<file path="src/rtl/life_manager_if.sv">
// Life manager bus: game events in, life/status outputs back.
interface life_manager_if;
    localparam int unsigned CNT_W = 3;

    logic             i_new_game;
    logic             i_life_loss;
    logic             i_bonus_life;
    logic             i_frame_tick;
    logic [CNT_W-1:0] o_life_count;
    logic             o_invuln;
    logic             o_life_lost;
    logic             o_game_over;

    // Driver side (game logic / testbench)
    modport master (
        output i_new_game, i_life_loss, i_bonus_life, i_frame_tick,
        input  o_life_count, o_invuln, o_life_lost, o_game_over
    );

    // Life manager side
    modport slave (
        input  i_new_game, i_life_loss, i_bonus_life, i_frame_tick,
        output o_life_count, o_invuln, o_life_lost, o_game_over
    );
endinterface

</file>
<file path="src/rtl/life_manager.sv">
// Life manager: tracks remaining lives, post-loss invulnerability window and game-over.
module life_manager #(
    parameter int unsigned INIT_LIVES   = 3,
    parameter int unsigned MAX_LIVES    = 5,
    parameter int unsigned GRACE_FRAMES = 60
) (
    input  logic              i_clk,
    input  logic              i_rst,
    life_manager_if.slave     bus
);
    localparam int unsigned CNT_W   = 3;
    localparam int unsigned GRACE_W = 8;

    typedef enum logic [1:0] {
        S_IDLE  = 2'd0,
        S_PLAY  = 2'd1,
        S_GRACE = 2'd2,
        S_DEAD  = 2'd3
    } state_t;

    state_t             r_state;
    state_t             w_state_nxt;
    logic [CNT_W-1:0]   r_count;
    logic [CNT_W-1:0]   w_count_nxt;
    logic [CNT_W-1:0]   w_count_inc;
    logic [GRACE_W-1:0] r_grace;
    logic [GRACE_W-1:0] w_grace_nxt;
    logic               w_life_lost_nxt;
    logic               r_life_lost;
    logic               r_invuln;
    logic               r_game_over;

    // Saturating bonus increment
    always_comb begin
        w_count_inc = r_count + CNT_W'(1);
        if (r_count >= CNT_W'(MAX_LIVES)) begin
            w_count_inc = CNT_W'(MAX_LIVES);
        end
    end

    // Next-state and next-value logic
    always_comb begin
        w_state_nxt     = r_state;
        w_count_nxt     = r_count;
        w_grace_nxt     = r_grace;
        w_life_lost_nxt = 1'b0;

        unique case (r_state)
            S_IDLE: begin
                if (bus.i_new_game) begin
                    w_count_nxt = CNT_W'(INIT_LIVES);
                    w_state_nxt = S_PLAY;
                end
            end

            S_PLAY: begin
                if (bus.i_life_loss) begin
                    w_life_lost_nxt = 1'b1;
                    if (bus.i_bonus_life || (r_count > CNT_W'(1))) begin
                        // Bonus in the same cycle cancels the decrement
                        if (!bus.i_bonus_life) begin
                            w_count_nxt = r_count - CNT_W'(1);
                        end
                        w_grace_nxt = GRACE_W'(GRACE_FRAMES);
                        w_state_nxt = S_GRACE;
                    end else begin
                        w_count_nxt = '0;
                        w_state_nxt = S_DEAD;
                    end
                end else if (bus.i_bonus_life) begin
                    w_count_nxt = w_count_inc;
                end
            end

            S_GRACE: begin
                if (bus.i_bonus_life) begin
                    w_count_nxt = w_count_inc;
                end
                if (bus.i_frame_tick) begin
                    if (r_grace <= GRACE_W'(1)) begin
                        w_grace_nxt = '0;
                        w_state_nxt = S_PLAY;
                    end else begin
                        w_grace_nxt = r_grace - GRACE_W'(1);
                    end
                end
            end

            S_DEAD: begin
                w_count_nxt = '0;
                if (bus.i_new_game) begin
                    w_count_nxt = CNT_W'(INIT_LIVES);
                    w_state_nxt = S_PLAY;
                end
            end

            default: begin
                w_state_nxt = S_IDLE;
            end
        endcase
    end

    // State and registered outputs
    always_ff @(posedge i_clk) begin
        if (i_rst) begin
            r_state     <= S_IDLE;
            r_count     <= CNT_W'(INIT_LIVES);
            r_grace     <= '0;
            r_life_lost <= 1'b0;
            r_invuln    <= 1'b0;
            r_game_over <= 1'b0;
        end else begin
            r_state     <= w_state_nxt;
            r_count     <= w_count_nxt;
            r_grace     <= w_grace_nxt;
            r_life_lost <= w_life_lost_nxt;
            r_invuln    <= (w_state_nxt == S_GRACE);
            r_game_over <= (w_state_nxt == S_DEAD);
        end
    end

    assign bus.o_life_count = r_count;
    assign bus.o_invuln     = r_invuln;
    assign bus.o_life_lost  = r_life_lost;
    assign bus.o_game_over  = r_game_over;

endmodule

</file>
<file path="src/flat_wrapper.sv">
// flat-port wrapper written by rule: the top's interface ports become plain ports
module life_manager_flat 
#(
    parameter int unsigned INIT_LIVES   = 3,
    parameter int unsigned MAX_LIVES    = 5,
    parameter int unsigned GRACE_FRAMES = 60
)
  (i_clk, i_rst, bus_i_new_game, bus_i_life_loss, bus_i_bonus_life, bus_i_frame_tick, bus_o_life_count, bus_o_invuln, bus_o_life_lost, bus_o_game_over);
  life_manager_if bus_i ();
  input  logic i_clk;
  input  logic i_rst;
  input wire logic [$bits(bus_i.i_new_game)-1:0] bus_i_new_game;
  input wire logic [$bits(bus_i.i_life_loss)-1:0] bus_i_life_loss;
  input wire logic [$bits(bus_i.i_bonus_life)-1:0] bus_i_bonus_life;
  input wire logic [$bits(bus_i.i_frame_tick)-1:0] bus_i_frame_tick;
  output wire logic [$bits(bus_i.o_life_count)-1:0] bus_o_life_count;
  output wire logic [$bits(bus_i.o_invuln)-1:0] bus_o_invuln;
  output wire logic [$bits(bus_i.o_life_lost)-1:0] bus_o_life_lost;
  output wire logic [$bits(bus_i.o_game_over)-1:0] bus_o_game_over;
  assign bus_i.i_new_game = bus_i_new_game;
  assign bus_i.i_life_loss = bus_i_life_loss;
  assign bus_i.i_bonus_life = bus_i_bonus_life;
  assign bus_i.i_frame_tick = bus_i_frame_tick;
  assign bus_o_life_count = bus_i.o_life_count;
  assign bus_o_invuln = bus_i.o_invuln;
  assign bus_o_life_lost = bus_i.o_life_lost;
  assign bus_o_game_over = bus_i.o_game_over;
  life_manager #(.INIT_LIVES(INIT_LIVES), .MAX_LIVES(MAX_LIVES), .GRACE_FRAMES(GRACE_FRAMES)) u_core (.i_clk(i_clk), .i_rst(i_rst), .bus(bus_i));
endmodule
</file>
<file path="config.mk">
export PLATFORM = sky130hd
export DESIGN_NAME = life_manager_flat
export DESIGN_NICKNAME = d
export VERILOG_FILES = /design/src/rtl/life_manager_if.sv /design/src/rtl/life_manager.sv /design/src/flat_wrapper.sv
export SDC_FILE = /design/constraint.sdc
export NUM_CORES = 1
export LEC_CHECK = 0
export CAP_MARGIN = 20
export CORE_MARGIN = 3
export CORE_UTILIZATION = 30
export CTS_CLUSTER_DIAMETER = 100
export CTS_CLUSTER_SIZE = 12
export DETAILED_ROUTE_END_ITERATION = 12
export MAX_ROUTING_LAYER = met4
export RECOVER_POWER = 50
export SYNTH_ARGS = -nofsm -noshare
export SYNTH_HDL_FRONTEND = slang
export SYNTH_SLANG_ARGS = --single-unit
</file>
<file path="constraint.sdc">
create_clock -name i_clk -period 2.69 [get_ports i_clk]
set_input_delay 0.538 -clock i_clk [delete_from_list [all_inputs] [get_ports i_clk]]
set_output_delay 0.538 -clock i_clk [all_outputs]
set_load 0.01 [all_outputs]
</file>
== After elaboration in Yosys (flattened, before gate mapping) ==
Cells that the tools add are included.
Widths: inputs -> output; s select.

* Word-level logic and storage cells: 50
* Latch bits: 0
* Flip-flop bits (word level): 16
* Memories: 0
* Bits in read-only memories: 0
* Bits in writable memories: 0
* Output and inout bits: 6

* Bitwise logic cells: 1
* Equality and inequality tests: 10
* Shifts and indexed selects: 0
* Multiply operators: 0
* Divide/modulo/power cells: 0
* Mux-type cells: 20
* Magnitude comparators: 3
* Add/subtract/negate cells: 3
* Reductions and logical operators: 7

{| class="wikitable"
|+ Operators with widths
! operator !! count
|-
| $mux 8 || 4
|-
| $mux 3 || 6
|-
| $pmux 8 s2 || 1
|-
| $pmux 3 s4 || 1
|-
| $mux 2 || 5
|-
| $eq 2x2->1 const B || 4
|-
| $le 8x1->1 const B || 1
|-
| $sub 8x1->8 const B || 1
|-
| $ne 2x2->1 const B || 3
|-
| $pmux 2 s3 || 1
|-
| $ne 4x4->1 const B || 1
|-
| $reduce_and 4->1 || 1
|-
| $reduce_or 2->1 || 2
|-
| $add 3x1->3 const B || 1
|-
| $ge 3x3->1 const B || 1
|-
| $gt 3x1->1 const B || 1
|-
| $sub 3x1->3 const B || 1
|-
| $eq 2x1->1 const B || 1
|-
| $logic_not 2->1 || 1
|-
| $mux 1 || 2
|-
| $ne 2x1->1 const B || 1
|-
| $reduce_and 2->1 || 1
|-
| $reduce_bool 2->1 || 1
|-
| $logic_or 1x1->1 || 1
|-
| $not 1->1 || 1
|}

== Logic depth before layout (Yosys ltp) ==
Gate-level depths: netlist (run 1).

* Depth after elaboration: 6
* Gate-level depth with buffers: 7
* Mapped depth without buffers: 6

== Worst setup path after synthesis (run 1) ==
OpenSTA, ideal clock, no wires.

* Path kind: reg-to-reg
* Start point: register u_core.r_count[1], in the netlist u_core.bus.o_life_count[1]
* End point: register u_core.r_grace[5]
* Data arrival time: 1.628 ns
* Data required time: 2.556 ns
* Path slack: 0.927 ns
* Stages on the path, launching flop included: 7
* Path through: dfxtp_1 -> inv_1 -> ha_1 -> o21bai_1 -> a21o_1 -> a2111oi_2 -> o32ai_2

* Word-level cells in the longest chain between the ends: 4

{| class="wikitable"
|+ RTL lines
! element !! RTL line !! source
|-
| start, declared || life_manager.sv:23 || <nowiki>logic [CNT_W-1:0] r_count;</nowiki>
|-
| start signal, assigned || life_manager.sv:107 || <nowiki>r_count <= CNT_W'(INIT_LIVES);</nowiki>
|-
| start signal, assigned || life_manager.sv:114 || <nowiki>r_count <= w_count_nxt;</nowiki>
|-
| $gt 3x1->1 || life_manager.sv:59 || <nowiki>if (bus.i_bonus_life || (r_count > CNT_W'(1))) begin</nowiki>
|-
| $logic_or 1x1->1 || life_manager.sv:59 ||
|-
| $ne 2x1->1 (no source line) || - ||
|-
| $reduce_and 4->1 (no source line) || - ||
|-
| end signal, assigned || life_manager.sv:115 || <nowiki>r_grace <= w_grace_nxt;</nowiki>
|-
| end, declared || life_manager.sv:26 || <nowiki>logic [GRACE_W-1:0] r_grace;</nowiki>
|}

No other way between the ends.
A chain may end at the register's enable or synchronous reset.

== Worst setup path after layout (run 1) ==
* Start point: input port bus_i_bonus_life
* End point: register u_core.r_count[0], in the netlist u_core.bus.o_life_count[0]

* Word-level cells in the longest chain between the ends: 4
* Elaborated cells on any way between the ends: 7
* Classes of those cells: 1 x eq/ne; 4 x mux; 2 x reduce/logical

{| class="wikitable"
|+ RTL lines
! element !! RTL line !! source
|-
| start, declared || flat_wrapper.sv:14 || <nowiki>input wire logic [$bits(bus_i.i_bonus_life)-1:0] bus_i_bonus_life;</nowiki>
|-
| $logic_or 1x1->1 || life_manager.sv:59 ||
|-
| $mux 3 || life_manager.sv:59 ||
|-
| $mux 3 || life_manager.sv:57 || <nowiki>if (bus.i_life_loss) begin</nowiki>
|-
| $pmux 3 s4 || life_manager.sv:48 || <nowiki>unique case (r_state)</nowiki>
|}

Several ways; a longest one is shown, not always the timed one.

==> results of run 1 <==
cells by family (layout without fill, tap and decap cells):
kind of cell	after synthesis	count (layout)	synth area share
AND/OR/NAND/NOR	61	61	0.285
AO/OA/AOI/OAI	40	40	0.271
buffers and inverters	18	29	0.0559
flip-flops	16	16	0.256
adder cells (fa/ha/maj)	11	11	0.110
multiplexers	2	2	0.0160
XOR/XNOR	1	1	0.00699
routing by layer:
metal,global-route usage,part of all wire,vias up
li1,-,-,569
met1,0.171,0.46,533
met2,0.193,0.46,53
met3,0.0170,0.047,13
met4,0.0668,0.032,0
met5,-,0,-
area by class of cell:
class / instances / area (sq um) / area share
timing repair buffer: 12 / 118 / 0.0809
inverter: 13 / 48.8 / 0.0336
clock buffer: 4 / 55.1 / 0.0379
multi-input combinational: 115 / 852 / 0.586
tap: 48 / 60.1 / 0.0413
sequential: 16 / 320 / 0.220
state kept, by name (all words and copies together) (netlist names):
| name | count |
|---|---|
| u_core.r_grace | 8 |
| u_core.bus.o_life_count | 3 |
| u_core.r_state | 2 |
| u_core.bus.o_game_over | 1 |
| u_core.bus.o_invuln | 1 |
| u_core.bus.o_life_lost | 1 |
stage by stage:
stage                     cells  hold WS [ns]   util
after floorplan             149         0.487      -
after global placement      204         0.532  0.368
after detailed placement    204         0.543  0.368
after CTS                   208         0.552  0.383
after global routing        208         0.582  0.380
final                       208         0.553  0.380
layout by cell type (no fill, tap or decap), types with 3 or more instances in the layout:
cell type        count
nor3b_1              3
dfxtp_1             16
nor2b_1              6
nand3_1              8
a21oi_1              7
inv_1               13
a31oi_1              4
clkbuf_8             4
dlygate4sd3_1        7
nand2b_1             8
o32ai_1              3
ha_1                11
nor2_1              17
clkdlybuf4s50_1      4
power breakdown:
group | switching (mW) | internal [mW] | total, mW | leakage [nW]
Sequential | 0.107 | 0.296 | 0.404 | 0.130
Combinational | 0.395 | 0.330 | 0.724 | 0.412
Clock | 0.0924 | 0.130 | 0.223 | 0.0288
Total | 0.595 | 0.756 | 1.35 | 0.571
how the worst max path moves through the flow:
stage	from	cells past startpoint	end
detailed placement	bus_i_bonus_life	5	u_core.bus.o_life_count[0]$_SDFFE_PP1P_
finish	bus_i_bonus_life	5	u_core.bus.o_life_count[0]$_SDFFE_PP1P_
floorplan	u_core.bus.o_life_count[1]$_SDFFE_PP1P_	6	u_core.r_grace[5]$_SDFFE_PP0P_
global placement	bus_i_life_loss	5	u_core.r_grace[5]$_SDFFE_PP0P_
global route	u_core.r_state[0]$_SDFF_PP0_	6	u_core.r_grace[4]$_SDFFE_PP0P_
CTS	u_core.r_state[0]$_SDFF_PP0_	6	u_core.r_grace[3]$_SDFFE_PP0P_
==> key figures, run 1 <==
Worst setup path
  – Worst Path Max Fanout: 8
  – WS Path Type: input pin to flip-flop
  – CP startpoint kind: input pin
  – Critical Path, Cell by Cell: dlygate4sd3_1, nor2_1, a21o_1, nand3_1, a221o_1
  – Setup slack, reg-to-reg: roughly 0.71 ns
  – Max stage delay on crit path: around 0.65 ns
  – Worst r2r path cells: 6
  – Worst path slowest cell: dlygate4sd3_1
  – Required @ worst endpoint: around 2.8 ns
  – CP bufs+invs: 1
  – Critical R2R Capture: u_core.r_grace[3]$_SDFFE_PP0P_
  – R2r startpoint: u_core.r_state[0]$_SDFF_PP0_
  – Crit path DAT: about 2.2 ns
  – Critical path's top delay family: compound AO/OA/AOI/OAI gates
  – CP Capture Type: flip-flop

Yosys
  – Synthesized area per cell: 8.41 sq um
  – Yosys reg bits: 16
  – Synth warn: 0
  – Commonest cells in the netlist: 17 x nor2_1, 16 x dfxtp_1, 13 x inv_1
  – Ranking of synthesized cells by area: dfxtp_1 26%, ha_1 11%, nor2_1 5.1%
  – Mapped Cells: 149
  – Mapped Nets: roughly 170
  – Ys async rst share: 0
  – Cell area after synthesis: ~1300 sq um
  – Top cell type's share of synthesized area: 0.256
  – Sequential fraction of the synthesis area: 0.256
  – Distinct cell type count after synthesis: between 50 and 60
  – Top_reg_cell synth: dfxtp_1
  – Post-synth EDFFs: 0
  – Most frequent cell after synthesis: nor2_1
  – Cell taking the most area after synthesis: dfxtp_1

Die
  – Core ar.: 3830 sq um
  – Initial core utilization: 0.327
  – Die X: slightly above 70 microns
  – Row count: 22
  – I/O pin cnt: 12
  – Die area: between 4000 and 5000 sq um
  – Die height: just over 70 microns

Timing
  – Max-slew violations: 0
  – Setup TNS: 0 ns
  – Fin worst setup slack: ~0.6 ns
  – Min cycle time layout: ~2.1 ns
  – Worst slew pin tran: approximately 0.44 ns
  – Final period util: 0.775
  – Final setup fails: 0
  – Hold Violations, Final: 0
  – Fmax achieved: 0.480 GHz
  – Setup Skew: 0.00309 ns
  – Slew headroom: 0.708
  – RSZ-0062 raised after global routing: no

Run
  – # Max-Cap Violations: 0

Route
  – Via density per instance: between 5 and 6
  – ANT nets after route: 0
  – 1st-pass router iterations: 4
  – DRT Wirelength: around 3.0 mm
  – Detailed Route Iter0 Violations: 61
  – Routed length per instance: between 10 and 15 microns
  – Drt drc: 0
  – DR vias: ~1,200

Clocking
  – H-tree levels: 1
  – PostCTS Resize Cnt: 0
  – CTS tree: built
  – Cts hold-fix bufs: 0
  – Clk Latency, worst-skew pair: between 0.2 and 0.3 ns
  – Clock Sinks: 16
  – Postcts setup bufs: 0
  – CTS Buffer Depth: 2
  – TritonCTS Buffers: 3
  – Root Buffer: clkbuf_8
  – Clock Pin Slew Worst Setup and Hold Paths: around 0.070 ns

Layout
  – Ratio of cells with drive above 1 in the final layout: 0.0875
  – Fill count: approximately 380
  – # diodes: 0
  – Final #Nets: 178
  – Layout overhead on the synthesized area: 16.1%
  – Design Area, Final: roughly 1500 sq um

Placement
  – Port bufs: 11
  – Placed inst area: 1410 sq um
  – DP HPWL: ~2.3 mm
  – Routability Congestion: 1.05
  – Setup WS pre-CTS: roughly 0.48 ns

Min path
  – Hold EP: u_core.r_grace[7]$_SDFFE_PP0P_
  – Min-Delay Startpoint: u_core.r_grace[7]$_SDFFE_PP0P_
  – Hold/Removal Path Class: flip-flop to flip-flop
  – Hold Crit Depth: 1

Global route
  – Largest net degree at the start of global routing: 13
  – GRT Util Overall: 0.130
  – Initial antenna violation count: 0
  – Global route overflow: 0
  – Vias in the first global route: around 1,100
  – Global-route wire length before repair: between 5 and 6 mm

Pwr
  – Pwr dens: ~930 nW/um^2
  – Power, Total: roughly 1.4 mW
  – Leakage: between 0.5 and 0.6 nW
  – Peak VDD IR: around 0.00038 V

Run status
  – Status: finished, final reports clean
Power figures use the tool's default switching activity.
==> run 2: changes to the inputs <==
==> constraint.sdc (replaced) <==
create_clock -name i_clk -period 1.7 [get_ports i_clk]
set_input_delay 0.34 -clock i_clk [delete_from_list [all_inputs] [get_ports i_clk]]
set_output_delay 0.34 -clock i_clk [all_outputs]
set_load 0.01 [all_outputs]
==> key figures, run 2 (synthesis gave the netlist of run 1 again) <==
Die
  – Row count: 22
  – Die X: 70.6 microns
  – Initial core utilization: 0.327
  – Core ar.: 3830 sq um
  – Die area: ~5000 sq um
  – I/O pin cnt: 12
  – Die height: around 70 microns

Worst setup path
  – Crit path DAT: approximately 1.8 ns
  – CP startpoint kind: input pin
  – Required @ worst endpoint: around 1.8 ns
  – Worst Path Max Fanout: 6
  – CP Capture Type: flip-flop
  – Setup slack, reg-to-reg: 0.07 ns
  – WS Path Type: input pin to flip-flop
  – Critical Path, Cell by Cell: dlygate4sd3_1, nand2_1, a21o_2, a2111oi_4, o32ai_2
  – Critical R2R Capture: u_core.r_grace[3]$_SDFFE_PP0P_
  – Crit path launch: bus_i_life_loss
  – Worst path slowest cell: dlygate4sd3_1
  – Worst r2r path cells: 5
  – R2r startpoint: u_core.r_grace[0]$_SDFFE_PP0P_
  – Max stage delay on crit path: around 0.64 ns

Route
  – Detailed Route Iter0 Violations: 92
  – Via density per instance: roughly 5.5
  – DR vias: approximately 1,300
  – DRT Wirelength: roughly 3.5 mm
  – Routed length per instance: 15.0 microns
  – 1st-pass router iterations: 5
  – ANT nets after route: 0
  – Drt drc: 0

Run status
  – Status: finished, final reports clean

Layout
  – Biggest register: u_core.r_grace
  – Fill count: between 300 and 400
  – Commonest non-fill, non-tap cell in the layout: buf_4
  – Final #Nets: roughly 200
  – Layout overhead on the synthesized area: 37.0%
  – Final core occ: 0.448
  – Area of the multi-input gates: about 900 sq um
  – Largest register FFs: 8
  – # diodes: 0
  – Storage element area: 327 sq um
  – Commonest cells after routing, fill and taps aside: 27 x buf_4, 17 x nor2_1, 13 x dfxtp_1, 12 x inv_1, 10 x ha_1
  – Ratio of cells with drive above 1 in the final layout: 0.297

Clocking
  – CTS tree: built
  – Clock Sinks: 16
  – Cts hold-fix bufs: 0
  – Clock Pin Slew Worst Setup and Hold Paths: around 0.070 ns
  – Clk Latency, worst-skew pair: between 0.2 and 0.3 ns
  – H-tree levels: 1
  – CTS Buffer Depth: 2
  – Root Buffer: clkbuf_8
  – TritonCTS Buffers: 3
  – Postcts setup bufs: 0

Timing
  – Worst slew pin tran: approximately 0.43 ns
  – Slew headroom: 0.708
  – Final period util: 0.976
  – Fmax achieved: 0.602 GHz
  – Max-slew violations: 0
  – Final setup fails: 0
  – Hold slack: 0.551 ns
  – Min cycle time layout: 1.66 ns
  – RSZ-0062 raised after global routing: yes
  – Setup Skew: between 0.003 and 0.004 ns
  – Hold Violations, Final: 0
  – Setup TNS: 0 ns

Pwr
  – Pwr dens: 1410 nW/um^2
  – P_sw: 1.06 mW
  – Leakage: 0.703 nW
  – Comb pwr share: 0.635
  – Peak VDD IR: 0.000617 V
  – Sw frac: 0.436
  – Sequential share of power: 0.242
  – Clock share of power: 0.123
  – Internal power: roughly 1.4 mW

Run
  – # Max-Cap Violations: 0

Global route
  – Global-route wire length before repair: 5.83 mm
  – Largest net degree at the start of global routing: 12
  – GRT Util Overall: 0.147
  – Initial antenna violation count: 0
  – Vias in the first global route: 1,273
  – Global route overflow: 0

Min path
  – Hold Crit Depth: 1
  – Hold/Removal Path Class: flip-flop to flip-flop
  – Hold EP: u_core.r_grace[7]$_SDFFE_PP0P_
  – Min-Delay Startpoint: u_core.r_grace[7]$_SDFFE_PP0P_

Placement
  – DP HPWL: 2.61 mm
  – Routability Congestion: 0.882
  – Port bufs: 11
-- run 2: cell types whose count changed in the layout (fill, tap and decap cells not counted), sizes merged --
cell | previous run | this run
clkdlybuf4s50 | 4 | 7
dlygate4sd3 | 7 | 4
clkbuf | 4 | 3
buf | 1 | 27
-- run 2: power groups by stage --
stage	Sequential (mW)	Clock, mW	Combinational, mW
final	0.585	0.299	1.54
after detailed placement	0.577	0	1.40
after floorplan	0.617	0	0.888
after CTS	0.573	0.306	1.42
after global placement	0.575	0	1.38
after global routing	0.596	0.322	1.67
-- run 2: per-layer routing --
metal,global-route usage,vias to the layer above,wire length [microns]
met4,0.0543,0,43
met1,0.198,596,1740
li1,-,630,-
met3,0.0213,6,146
met2,0.222,39,1570
met5,-,-,0
-- run 2: layout make-up --
type                    count  share of cell area
well taps                  48              0.0350
inverters                  13              0.0284
clock buffers               3              0.0241
repair buffers             38               0.182
multi-input cells         115               0.540
flip-flops and latches     16               0.190
-- run 2: timing repair --
action	4_1_cts	5_1_grt
resized for setup	2	15
endpoints found under the setup margin	5	14
pin swaps	0	1
-- run 2: per-stage QoR --
| step | instances | worst slack [ns] | total power [mW] | cell area [sq um] |
|---|---|---|---|---|
| finish | 233 | 0.0402 | 2.42 | 1720 |
| CTS | 233 | 0.00350 | 2.30 | 1650 |
| detailed placement | 230 | -0.140 | 1.98 | 1610 |
| global placement | 230 | -0.105 | 1.96 | 1610 |
| global route | 233 | -0.0144 | 2.59 | 1720 |
| floorplan | 149 | 0.0286 | 1.51 | 1250 |
-- run 2: worst max-delay path by stage --
stage	endpoint	slack [ns]	cells past startpoint
3_5_place_dp	u_core.r_grace[5]$_SDFFE_PP0P_	-0.14	5
5_1_grt	u_core.r_grace[3]$_SDFFE_PP0P_	-0.01	7
6_report	u_core.r_grace[5]$_SDFFE_PP0P_	0.04	5
2_1_floorplan	u_core.r_grace[5]$_SDFFE_PP0P_	0.03	6
3_3_place_gp	u_core.r_grace[5]$_SDFFE_PP0P_	-0.11	5
4_1_cts	u_core.r_grace[5]$_SDFFE_PP0P_	0.003	6
-- run 2: critical path, delay by kind of cell --
kind / cells / cell delay, ns
buffers and inverters: 1 / 0.64
AOI/OAI and AO/OA: 3 / 0.71
and+or+nand+nor: 1 / 0.10
